### src/rtl/vram_arbiter_if.sv
// Requester-side and VRAM-pin-side signal bundle for vram_arbiter.
// Master is the requester/pin environment; slave is the arbiter.
interface vram_arbiter_if #(
  parameter int unsigned AW  = 13,
  parameter int unsigned DW  = 8,
  parameter int unsigned NCH = 3
);
  logic [NCH-1:0]    req;
  logic [NCH-1:0]    we;
  logic [NCH*AW-1:0] addr;
  logic [NCH*DW-1:0] wdata;
  logic [NCH-1:0]    block;
  logic [NCH-1:0]    gnt;
  logic [NCH-1:0]    done;
  logic [DW-1:0]     rdata;
  logic              busy;
  logic [AW-1:0]     ma_out;
  logic [DW-1:0]     md_out;
  logic [DW-1:0]     md_in;
  logic              md_oe;
  logic              ncs;
  logic              noe;
  logic              nwr;

  modport master (
    output req, we, addr, wdata, block, md_in,
    input  gnt, done, rdata, busy, ma_out, md_out, md_oe, ncs, noe, nwr
  );

  modport slave (
    input  req, we, addr, wdata, block, md_in,
    output gnt, done, rdata, busy, ma_out, md_out, md_oe, ncs, noe, nwr
  );
endinterface

### src/rtl/vram_arbiter.sv
// VRAM access controller: arbitrates NCH requesters and sequences the
// chip-select, output-enable and write-strobe timing on the VRAM pins.
module vram_arbiter #(
  parameter int unsigned AW     = 13,
  parameter int unsigned DW     = 8,
  parameter int unsigned NCH    = 3,
  parameter int unsigned RR     = 0,
  parameter int unsigned RD_CYC = 2,
  parameter int unsigned WR_CYC = 2
) (
  input logic           clk,
  input logic           nreset,
  vram_arbiter_if.slave bus
);

  localparam int unsigned MAXC = (RD_CYC > WR_CYC) ? RD_CYC : WR_CYC;
  localparam int unsigned CNTW = $clog2(MAXC) + 1;
  localparam int unsigned IW   = (NCH > 1) ? $clog2(NCH) : 1;

  typedef enum logic [1:0] {IDLE, SETUP, ACCESS, RECOVER} state_t;

  state_t         state;
  logic [CNTW-1:0] cnt;
  logic [IW-1:0]  kch;
  logic [IW-1:0]  last_grant;
  logic           wr_l;
  logic [NCH-1:0] gnt_q;
  logic [NCH-1:0] done_q;
  logic [DW-1:0]  rdata_q;
  logic           busy_q;
  logic [AW-1:0]  ma_q;
  logic [DW-1:0]  md_q;
  logic           md_oe_q;
  logic           ncs_q;
  logic           noe_q;
  logic           nwr_q;

  logic [NCH-1:0] elig;
  logic [IW-1:0]  win;
  logic [IW-1:0]  idx;
  logic           found;

  assign elig = bus.req & ~bus.block;

  // Winner search: from index 0 (fixed) or from last_grant+1 with wrap (round-robin)
  always_comb begin
    win   = '0;
    idx   = '0;
    found = 1'b0;
    for (int unsigned i = 0; i < NCH; i++) begin
      idx = (RR != 0) ? IW'((32'(last_grant) + 32'd1 + i) % NCH) : IW'(i);
      if (!found && elig[idx]) begin
        found = 1'b1;
        win   = idx;
      end
    end
  end

  always_ff @(posedge clk or negedge nreset) begin
    if (!nreset) begin
      state      <= IDLE;
      cnt        <= '0;
      kch        <= '0;
      last_grant <= IW'(NCH - 1);
      wr_l       <= 1'b0;
      gnt_q      <= '0;
      done_q     <= '0;
      rdata_q    <= '0;
      busy_q     <= 1'b0;
      ma_q       <= '0;
      md_q       <= '0;
      md_oe_q    <= 1'b0;
      ncs_q      <= 1'b1;
      noe_q      <= 1'b1;
      nwr_q      <= 1'b1;
    end else begin
      gnt_q  <= '0;
      done_q <= '0;
      case (state)
        IDLE: begin
          if (found) begin
            state      <= SETUP;
            kch        <= win;
            last_grant <= win;
            wr_l       <= bus.we[win];
            ma_q       <= bus.addr[32'(win)*AW +: AW];
            md_q       <= bus.wdata[32'(win)*DW +: DW];
            gnt_q      <= NCH'(1) << win;
            busy_q     <= 1'b1;
            ncs_q      <= 1'b0;
            md_oe_q    <= bus.we[win];
          end
        end
        SETUP: begin
          state <= ACCESS;
          cnt   <= wr_l ? CNTW'(WR_CYC) : CNTW'(RD_CYC);
          noe_q <= wr_l;
          nwr_q <= !wr_l;
        end
        ACCESS: begin
          if (cnt == CNTW'(1)) begin
            state  <= RECOVER;
            ncs_q  <= 1'b1;
            noe_q  <= 1'b1;
            nwr_q  <= 1'b1;
            done_q <= NCH'(1) << kch;
            if (!wr_l) rdata_q <= bus.md_in;
          end else begin
            cnt <= cnt - CNTW'(1);
          end
        end
        RECOVER: begin
          state   <= IDLE;
          busy_q  <= 1'b0;
          md_oe_q <= 1'b0;
        end
        default: state <= IDLE;
      endcase
    end
  end

  assign bus.gnt    = gnt_q;
  assign bus.done   = done_q;
  assign bus.rdata  = rdata_q;
  assign bus.busy   = busy_q;
  assign bus.ma_out = ma_q;
  assign bus.md_out = md_q;
  assign bus.md_oe  = md_oe_q;
  assign bus.ncs    = ncs_q;
  assign bus.noe    = noe_q;
  assign bus.nwr    = nwr_q;

endmodule

### src/flat_wrapper.sv
// flat-port wrapper written by rule: the top's interface ports become plain ports
module vram_arbiter_flat 
#(
  parameter int unsigned AW     = 13,
  parameter int unsigned DW     = 8,
  parameter int unsigned NCH    = 3,
  parameter int unsigned RR     = 0,
  parameter int unsigned RD_CYC = 2,
  parameter int unsigned WR_CYC = 2
)
  (clk, nreset, bus_req, bus_we, bus_addr, bus_wdata, bus_block, bus_md_in, bus_gnt, bus_done, bus_rdata, bus_busy, bus_ma_out, bus_md_out, bus_md_oe, bus_ncs, bus_noe, bus_nwr);
  vram_arbiter_if #(.AW(AW), .DW(DW), .NCH(NCH)) bus_i ();
  input logic clk;
  input logic nreset;
  input wire logic [$bits(bus_i.req)-1:0] bus_req;
  input wire logic [$bits(bus_i.we)-1:0] bus_we;
  input wire logic [$bits(bus_i.addr)-1:0] bus_addr;
  input wire logic [$bits(bus_i.wdata)-1:0] bus_wdata;
  input wire logic [$bits(bus_i.block)-1:0] bus_block;
  input wire logic [$bits(bus_i.md_in)-1:0] bus_md_in;
  output wire logic [$bits(bus_i.gnt)-1:0] bus_gnt;
  output wire logic [$bits(bus_i.done)-1:0] bus_done;
  output wire logic [$bits(bus_i.rdata)-1:0] bus_rdata;
  output wire logic [$bits(bus_i.busy)-1:0] bus_busy;
  output wire logic [$bits(bus_i.ma_out)-1:0] bus_ma_out;
  output wire logic [$bits(bus_i.md_out)-1:0] bus_md_out;
  output wire logic [$bits(bus_i.md_oe)-1:0] bus_md_oe;
  output wire logic [$bits(bus_i.ncs)-1:0] bus_ncs;
  output wire logic [$bits(bus_i.noe)-1:0] bus_noe;
  output wire logic [$bits(bus_i.nwr)-1:0] bus_nwr;
  assign bus_i.req = bus_req;
  assign bus_i.we = bus_we;
  assign bus_i.addr = bus_addr;
  assign bus_i.wdata = bus_wdata;
  assign bus_i.block = bus_block;
  assign bus_i.md_in = bus_md_in;
  assign bus_gnt = bus_i.gnt;
  assign bus_done = bus_i.done;
  assign bus_rdata = bus_i.rdata;
  assign bus_busy = bus_i.busy;
  assign bus_ma_out = bus_i.ma_out;
  assign bus_md_out = bus_i.md_out;
  assign bus_md_oe = bus_i.md_oe;
  assign bus_ncs = bus_i.ncs;
  assign bus_noe = bus_i.noe;
  assign bus_nwr = bus_i.nwr;
  vram_arbiter #(.AW(AW), .DW(DW), .NCH(NCH), .RR(RR), .RD_CYC(RD_CYC), .WR_CYC(WR_CYC)) u_core (.clk(clk), .nreset(nreset), .bus(bus_i));
endmodule
### config.mk
export PLATFORM = sky130hd
export DESIGN_NAME = vram_arbiter_flat
export DESIGN_NICKNAME = d
export VERILOG_FILES = /design/src/rtl/vram_arbiter_if.sv /design/src/rtl/vram_arbiter.sv /design/src/flat_wrapper.sv
export SDC_FILE = /design/constraint.sdc
export NUM_CORES = 1
export LEC_CHECK = 0
export BUFFER_PORTS_ARGS = -buffer_cell sky130_fd_sc_hd__buf_2
export CAP_MARGIN = 20
export CORE_MARGIN = 4
export CORE_UTILIZATION = 46
export CTS_BUF_LIST = sky130_fd_sc_hd__clkbuf_4
export DETAILED_ROUTE_END_ITERATION = 8
export HOLD_SLACK_MARGIN = 0.05
export PLACE_DENSITY = 0.82
export SYNTH_ARGS = -nofsm -noshare
export SYNTH_HDL_FRONTEND = slang
export SYNTH_SLANG_ARGS = --single-unit
### constraint.sdc
create_clock -name clk -period 2.2 [get_ports clk]
set_input_delay 0.44 -clock clk [delete_from_list [all_inputs] [get_ports clk]]
set_output_delay 0.44 -clock clk [all_outputs]
set_load 0.02 [all_outputs]
# Word-level counts from Yosys, hierarchy flattened
# Index checks and enable logic that the tools add are counted.
# Widths: inputs -> output; s select.
[word_totals]
regBits = 47
latchBits = 0
ram_bits = 0
romBits = 0
input_bits = 82
output_inout_bits = 40
word_cells = 72
n_memories = 0
[classes]
add_sub_neg = 1
mul = 1
div_mod_pow = 0
n_lt_le_gt_ge = 1
eq_ne = 7
n_shift = 4
muxes = 25
bitwise = 3
reduce_logical = 16
[ops]
columns = ["cell", "n"]
rows = [
  ["$shiftx 39x7->13", 1],
  ["$shiftx 24x6->8", 1],
  ["$mux 3", 4],
  ["$pmux 1 s2", 5],
  ["$reduce_and 2->1", 5],
  ["$mux 1", 9],
  ["$mux 2", 4],
  ["$pmux 2 s4", 1],
  ["$mul 2x4->6 const B", 1],
  ["$reduce_and 3->1", 2],
  ["$reduce_bool 2->1", 3],
  ["$shl 1x2->3 const A", 2],
  ["$eq 2x1->1 const B", 2],
  ["$eq 2x2->1 const B", 2],
  ["$ne 2x1->1 const B", 2],
  ["$pmux 2 s2", 1],
  ["$and 3x3->3", 1],
  ["$logic_not 1->1", 3],
  ["$lt 2x3->1 const B", 1],
  ["$not 3->3", 1],
  ["$bmux 1 s2", 1],
  ["$logic_and 1x1->1", 2],
  ["$logic_not 2->1", 1],
  ["$ne 2x2->1 const B", 1],
  ["other kinds (2)", 2],
]

# Longest topological paths before layout
# Gate-level depths: netlist of run 1.
[logic_depth]
ltp_word = 13
depth_mapped = 7

# Worst setup path after synthesis of run 1
# Ideal clock, no wire load.
[synth_timing]
path_type = "register -> register"
startpoint = "register u_core.state[0]"
endpoint = "register u_core.ma_q[2] (netlist: u_core.bus.ma_out[2])"
arrival_ps = 1603
required_ps = 2074
slack_ps = 471
path_stages_with_launch = 8
cell_sequence = "dfrtp_1 -> inv_1 -> ha_1 -> and3_4 -> buf_6 -> buf_6 -> a22o_1 -> a221o_1"
[synth_between]
elab_chain_len = 2
[synth_lines]
columns = ["item", "line", "rtl"]
rows = [
  ["start, declared", "vram_arbiter.sv:22", "state_t state;"],
  ["start signal, assigned", "vram_arbiter.sv:61", "state <= IDLE;"],
  ["start signal, assigned", "vram_arbiter.sv:82", "state <= SETUP;"],
  ["start signal, assigned", "vram_arbiter.sv:95", "state <= ACCESS;"],
  ["$logic_not 2->1", "vram_arbiter.sv:79", "case (state)"],
  ["$reduce_and 2->1 (no source line)", "--", ""],
  ["end signal, assigned", "vram_arbiter.sv:86", "ma_q <= bus.addr[32'(win)*AW +: AW];"],
  ["end, declared", "vram_arbiter.sv:31", "logic [AW-1:0] ma_q;"],
]
# No other way between the ends.
# A chain may end at the register's enable or synchronous reset.

# Worst setup path in the final report of run 1
[layout_timing]
startpoint = "register u_core.state[0]"
endpoint = "register u_core.state[1]"
[layout_between]
elab_chain_len = 3
[layout_lines]
columns = ["item", "line"]
rows = [
  ["$eq 2x2->1 or $logic_not 2->1 (tied branches)", "vram_arbiter.sv:79"],
  ["$ne 2x1->1 (no source line)", "--"],
  ["$reduce_and 2->1 (no source line)", "--"],
]
# Several ways; a longest one is shown, not always the timed one.

==> results of run 1 <==
## synthesized netlist by cell type, types with 2 or more instances
master and instances:
buf_6 6, o21ai_0 3, nor2b_1 2, ha_1 6, mux2i_1 2, nand2_1 6
mux2_1 9, nor2_1 4, nor3_1 2, clkbuf_1 2, buf_2 5, nand2b_1 2
dfrtp_1 44, dfstp_2 3, nor2b_4 2, a22o_1 21, inv_1 5, nor3b_1 2
a21oi_1 6, a221o_1 21
## metrics by stage
step	util (%)	setup slack (ns)	cells
after detailed placement	61.2	0.352	351
after global routing	63.7	0.232	360
after floorplan	-	0.471	170
after CTS	63.7	0.333	360
after global placement	61.2	0.459	351
final	63.7	0.347	360
## layout make-up
type                            instances  area [um2]  area share (%)
Multi-Input combinational cell        105         931            30.9
Timing Repair Buffer                  128         686            22.8
Inverter                                5        18.8           0.624
Clock buffer                            5        37.5            1.25
Clock inverter                          3        71.3            2.37
Sequential cell                        47        1180            39.2
Tap cell                               67        83.8            2.79
## critical path: stages (launching register included)
cell,delay [ns]
dfrtp_1,0.44
inv_1,0.13
ha_1,0.34
nor4b_4,0.40
a21oi_1,0.12
mux2_1,0.33
## sequential cells by signal, summed over array words and instances (netlist names)
name and count:
u_core.cnt 2, u_core.bus.gnt 3, u_core.bus.md_out 8, u_core.bus.ncs 1
u_core.bus.rdata 8, u_core.bus.ma_out 13, u_core.bus.nwr 1, u_core.wr_l 1
u_core.bus.done 3, u_core.bus.noe 1, u_core.bus.md_oe 1, u_core.state 2
u_core.kch 2, u_core.bus.busy 1
## path summary, 6_finish.rpt
path                                                  start                          endpoint  slack (ns)  cells after the start
worst min register to register    u_core.kch[0]$_DFFE_PN0P_      u_core.bus.done[2]$_DFF_PN0_        0.49                      1
worst max-delay path            u_core.state[0]$_DFFE_PN0P_       u_core.state[1]$_DFFE_PN0P_        0.35                      5
worst min-delay path                           bus_md_in[3]   u_core.bus.rdata[3]$_DFFE_PN0P_        0.29                      2
worst max register to register  u_core.state[0]$_DFFE_PN0P_       u_core.state[1]$_DFFE_PN0P_        0.35                      5
max in group asynchronous                            nreset       u_core.bus.gnt[1]$_DFF_PN0_        1.13                      3
min in group asynchronous                            nreset  u_core.bus.md_out[1]$_DFFE_PN0P_        0.56                      2
## layer usage
layer  up-vias  share of wire (%)
met4         0                1.6
li1        898                  -
met1       899                 41
met3         9                6.5
met2        85                 51
met5         -                  0
## timing repair
action | in CTS | in global routing
buffers inserted | 0 | 0
hold endpoints to repair | 11 | 0
hold buffers | 1 | 0
## cell families (layout without fill, tap and decap cells)
group | Yosys count | count (layout)
AOI/OAI and AO/OA | 59 | 59
DFF | 47 | 47
and+or+nand+nor | 28 | 28
buffers and inverters | 18 | 141
muxes | 11 | 11
adders and majority gates | 6 | 6
xor gates and xnor gates | 1 | 1
## cell usage in the layout, fill, tap and decap left out, types with 3 or more instances in the layout
| master | count |
|---|---|
| buf_2 | 121 |
| a22o_1 | 21 |
| nand2_1 | 6 |
| dfstp_2 | 3 |
| o21ai_0 | 3 |
| a21oi_1 | 6 |
| a221o_1 | 21 |
| dfrtp_1 | 44 |
| clkbuf_4 | 5 |
| mux2_1 | 9 |
| inv_1 | 5 |
| nor2_1 | 4 |
| buf_4 | 4 |
| ha_1 | 6 |
## power by group through the flow
stage / sequential (mW) / clock, mW / combinational (mW)
2_1_floorplan: 1.84 / 0 / 0.795
3_3_place_gp: 1.47 / 0 / 1.71
3_5_place_dp: 1.49 / 0 / 1.77
4_1_cts: 1.48 / 0.659 / 1.78
5_1_grt: 1.52 / 0.702 / 1.89
6_report: 1.47 / 0.648 / 1.75
==> impl_metrics.ini, run 1 <==
[global_route]
grt_first_pass_wirelength_mm = 9.03
gr-usage-met3_pct = 4.52
grt_usage_pct = 19.0
busiest_layer = met2
globalRouteMet1Util_pct = 24.5
grt_overflow = 0
first_global_vias = 1827
use_met2_pct = 31.7
grt_max_degree = 28
antenna_found_initial = 0

[synthesis]
postSynthRegisterBits = 47
ys.flop_type = dfrtp_1
seq_area_frac_synth_pct = 52.9
synth_compound_area_share_pct = 23.4
synth_mux_area_share_pct = 5.44
yosysWarnings = 0
synthCells = 170
synth_cell_types = 37
synth_top_cells_by_area = dfrtp_1 (49%), a221o_1 (9.4%), a22o_1 (8.2%)
synth-xor-area-share_pct = 0.393
synth_adder_area_share_pct = 3.37
avgSynthCellArea_um2 = 13.1
synth_top_area_cell = dfrtp_1
synth_top_family_by_area = compound AO/OA/AOI/OAI gates
syn_area_mm2 = 0.00223
synth_simple_gate_area_share_pct = 9.15
synth_top_area_share_pct = 49.4
synth_edf_count = 0
async_flop_share_pct = 100
synthesis.nets = 258

[cells_and_area]
nFillCells = 388
final_cell_area_mm2 = 0.00301
diodes = 0
area_growth_pct = 34.9
nets = 380
drive_above_1_share_pct = 49.8

[sta]
whs_ns = 0.288
clock_skew_ns = 0.0119
clock.fmax_mhz = 540
worstMarginPinSlew_ns = 0.515
finalCritPeriodShare_pct = 84.2
fin_setup_tns_ns = 0
hold_viol = 0
final-setup-viol-count = 0
finalMaxSlewViolations = 0
slew_headroom_pct = 65.6
fin_crit_ns = 1.85
rsz0062_at_grt = no

[placement]
placed_area_mm2 = 0.00289
place_congestion = 0.755
dp_hpwl_mm = 4.44
portBuffers = 121

[die]
io_pins = 122
coreArea_mm2 = 0.00472
start_util_pct = 47.2
die_y_um = 77.6
die_area_mm2 = 0.00602
rows = 25
fp.dieW_um = 77.6

[setup_path]
worstPathMaxFanout = 8
path_class = reg -> reg
arrival_ns = 2.11
cp-end-kind = register
worstSetupStartpointType = register
cp.required_ns = 2.46

[detailed_routing]
wl_mm = 5.74
routed_via_density = 5.25
num_vias = 1891
drtIter0Drc = 79
routedWlPerCell_um = 16.0
antenna_left = 0
route.detailed.drc = 0
first_pass_iters = 4

[run]
timing.max_cap.violations = 0

[clock_network]
htreeDepth = 2
cts_tree = built
root_buffer = clkbuf_4
postCtsResizedCells = 0
numCtsBuffers = 5
clock_latency_ns = 0.36
clk_pin_slew_ns = 0.14
clock-sinks = 47
clockBufferDepth = 2

[power_and_ir_drop]
swShare_pct = 38.6
ir_worst_vdd_mv = 0.513
total_power_mw = 3.87
pwr-share-comb_pct = 45.2
p_seq_share_pct = 38.1
pwr-share-clk_pct = 16.7
p_sw_mw = 1.50
internal_power_mw = 2.38
p_leak_nw = 1.56
p_per_area_mw_per_mm2 = 1290

[outcome]
status = finished, final reports clean

[min_path]
hold_path_class = in -> reg
Power figures use the tool's default switching activity.
==> run 2, diff against run 1 <==
--- a/config.mk
+++ b/config.mk
@@ -5,14 +5,15 @@
 export SDC_FILE = /design/constraint.sdc
 export NUM_CORES = 1
 export LEC_CHECK = 0
+export ABC_AREA = 1
 export BUFFER_PORTS_ARGS = -buffer_cell sky130_fd_sc_hd__buf_2
 export CAP_MARGIN = 20
 export CORE_MARGIN = 4
-export CORE_UTILIZATION = 46
+export CORE_UTILIZATION = 48
 export CTS_BUF_LIST = sky130_fd_sc_hd__clkbuf_4
 export DETAILED_ROUTE_END_ITERATION = 8
 export HOLD_SLACK_MARGIN = 0.05
-export PLACE_DENSITY = 0.82
+export PLACE_DENSITY = 0.83
 export SYNTH_ARGS = -nofsm -noshare
 export SYNTH_HDL_FRONTEND = slang
 export SYNTH_SLANG_ARGS = --single-unit
==> constraint.sdc (replaced) <==
create_clock -name clk -period 1.8 [get_ports clk]
set_input_delay 0.36 -clock clk [delete_from_list [all_inputs] [get_ports clk]]
set_output_delay 0.36 -clock clk [all_outputs]
set_load 0.02 [all_outputs]
==> run 2 against run 1 <==
Against the previous run:
- setup slack got worse by 0.14 ns
- clock skew fell by 0.00067 ns
- cell count rose by 34%
- sequential cell count did not move
- design area rose by 6.6%
- fmax rose by 16%
- core utilization rose by 2.0 points
- synthesized cell count rose by 72%
- register-to-register slack got worse by 0.14 ns
- clock-buffer cell count did not move
- routed wire length rose by 12%
- via count rose by 25%
- critical path type unchanged
- largest cell class unchanged
- highest routed layer unchanged
==> impl_metrics.ini, run 2 <==
[outcome]
status = finished, final reports clean

[clock_network]
clock_latency_ns = 0.36
htreeDepth = 2
numCtsBuffers = 5
clock-sinks = 47
root_buffer = clkbuf_4
postCtsResizedCells = 0
clk_pin_slew_ns = 0.15
cts_tree = built
clockBufferDepth = 2

[cells_and_area]
nets = 503
final_util_pct = 65.7
nFillCells = 418
final_common_cell = buf_2
largest_register_ffs = 13
regArea_mm2 = 0.00118
most-common-layout-cells = buf_2 (121), nand2_1 (78), nand3_1 (67)
multi_input_area_mm2 = 0.00113
drive_above_1_share_pct = 37.0
diodes = 0
area_growth_pct = 29.0

[global_route]
grt_overflow = 0
first_global_vias = 2267
grt_usage_pct = 19.9
antenna_found_initial = 0
grt_max_degree = 44
grt_first_pass_wirelength_mm = 10.0

[synthesis]
synth_top_area_share_pct = 44.3
seq_area_frac_synth_pct = 47.5
synth_cell_types = 28
ys.flop_type = dfrtp_1
synthCells = 292
yosysWarnings = 0
synth.most_common_cell = nand2_1
async_flop_share_pct = 100
synth_top_area_cell = dfrtp_1
syn_area_mm2 = 0.00248
postSynthRegisterBits = 47
synth_common_cells = nand2_1 (78), nand3_1 (67), dfrtp_1 (44), or2_0 (18)
synth_edf_count = 0
synthesis.nets = 380
synth_top_cells_by_area = dfrtp_1 (44%), nand3_1 (13%), nand2_1 (12%)
avgSynthCellArea_um2 = 8.51

[die]
fp.dieW_um = 80.0
rows = 25
die_y_um = 80.0
io_pins = 122
start_util_pct = 50.9
die_area_mm2 = 0.00639
coreArea_mm2 = 0.00488

[setup_path]
cp.required_ns = 2.05
rrSetupSlack_ns = 0.21
critPathSlowestCell = dfrtp_1
worstRegToRegCells = 6
crit_family = flip-flops
worstPathMaxFanout = 8
regToRegEndpoint = u_core.bus.rdata[5]$_DFFE_PN0P_
path_class = reg -> reg
worstPathCellList = inv_1 -> ha_1 -> nand2_1 -> inv_2 -> nand2_2 -> mux2_1
worstPathBufferInverterCount = 2
cp-end-kind = register
reg2reg_from = u_core.state[0]$_DFFE_PN0P_
arrival_ns = 1.84
worstSetupStartpointType = register
slowest_delay_ns = 0.41

[run]
timing.max_cap.violations = 0

[power_and_ir_drop]
p_per_area_mw_per_mm2 = 1380
ir_worst_vdd_mv = 0.646
p_leak_nw = 1.78

[detailed_routing]
drtIter0Drc = 94
routedWlPerCell_um = 13.3
wl_mm = 6.41
first_pass_iters = 4
antenna_left = 0
route.detailed.drc = 0
routed_via_density = 4.90
num_vias = 2366

[placement]
dp_worst_setup_slack_ns = 0.0717
portBuffers = 121
place_congestion = 0.816
dp_hpwl_mm = 4.78

[sta]
finalCritPeriodShare_pct = 88.4
clock_skew_ns = 0.0112
hold_viol = 0
slew_headroom_pct = 52.4
fin_setup_tns_ns = 0
finalMaxSlewViolations = 0
worstMarginPinSlew_ns = 0.714
final-setup-viol-count = 0
fin_crit_ns = 1.59
clock.fmax_mhz = 629
setup_ws_ns = 0.209
rsz0062_at_grt = no

[min_path]
hold_path.startpoint = bus_md_in[2]
min_to = u_core.bus.rdata[2]$_DFFE_PN0P_
hold_path_class = in -> reg
min_path_cells = 2
run 2: cell types whose count changed in the layout (fill, tap and decap cells not counted), moves of 4 or more:
| cell | delta |
|---|---|
| nor2_1 | +8 |
| nand3_1 | +67 |
| a22o_1 | -21 |
| a221o_1 | -21 |
| or2_0 | +18 |
| inv_1 | +7 |
| inv_2 | +4 |
| nand2_1 | +72 |
| nand2_2 | +4 |
run 2: area by class of cell:
cell class              count  share of cell area (%)
repair buffers            130                    21.5
clock buffers               5                    1.17
well taps                  67                    2.62
flip-flops and latches     47                    36.8
clock inverters             3                   0.742
multi-input cells         215                    35.3
inverters                  16                    1.87
run 2: timing repair:
item | 4_1_cts | 5_1_grt
buffers inserted | 0 | 2
setup endpoints to repair | 0 | 1
hold buffers | 1 | 0
endpoints found under the hold margin | 18 | 0
run 2: metrics by stage:
step / hold WS [ns] / cells / power (mW) / cell area (um2)
final: 0.201 / 483 / 4.42 / 3210
after global routing: 0.170 / 483 / 4.78 / 3210
after CTS: 0.189 / 481 / 4.43 / 3190
after detailed placement: 0.426 / 472 / 3.91 / 3120
after global placement: 0.413 / 472 / 3.83 / 3120
after floorplan: 0.0644 / 292 / 3.19 / 2480
run 2: cells by family after synthesis:
family / synth area share [%]
simple gates: 36.1
flops: 47.5
mux: 3.63
buf+inv: 6.95
fa+ha+maj: 3.02
compound gates: 2.87
run 2: layer usage:
layer  GRT usage (%)  wire (um)
met1            24.8       2730
met2            33.9       3180
met3            4.85        450
met4            6.25         49
met5               0          0
run 2: how the worst max path moves through the flow:
stage | start | endpoint | slack [ns] | depth (start not counted)
detailed placement | bus_block[2] | u_core.bus.md_out[1]$_DFFE_PN0P_ | 0.07 | 6
CTS | u_core.state[0]$_DFFE_PN0P_ | u_core.bus.rdata[5]$_DFFE_PN0P_ | 0.17 | 6
finish | u_core.state[0]$_DFFE_PN0P_ | u_core.bus.rdata[5]$_DFFE_PN0P_ | 0.21 | 6
global route | u_core.state[0]$_DFFE_PN0P_ | u_core.bus.rdata[5]$_DFFE_PN0P_ | 0.05 | 6
floorplan | u_core.state[0]$_DFFE_PN0P_ | u_core.bus.rdata[0]$_DFFE_PN0P_ | 0.38 | 6
global placement | bus_block[2] | u_core.bus.md_out[0]$_DFFE_PN0P_ | 0.11 | 6
run 2: power breakdown:
| part | total, mW | internal, mW | leakage [nW] | switching (mW) |
|---|---|---|---|---|
| sequential | 1.78 | 1.53 | 0.579 | 0.242 |
| clock | 0.503 | 0.157 | 0.0278 | 0.346 |
| combinational | 2.14 | 0.773 | 1.18 | 1.36 |
| total | 4.42 | 2.46 | 1.78 | 1.95 |
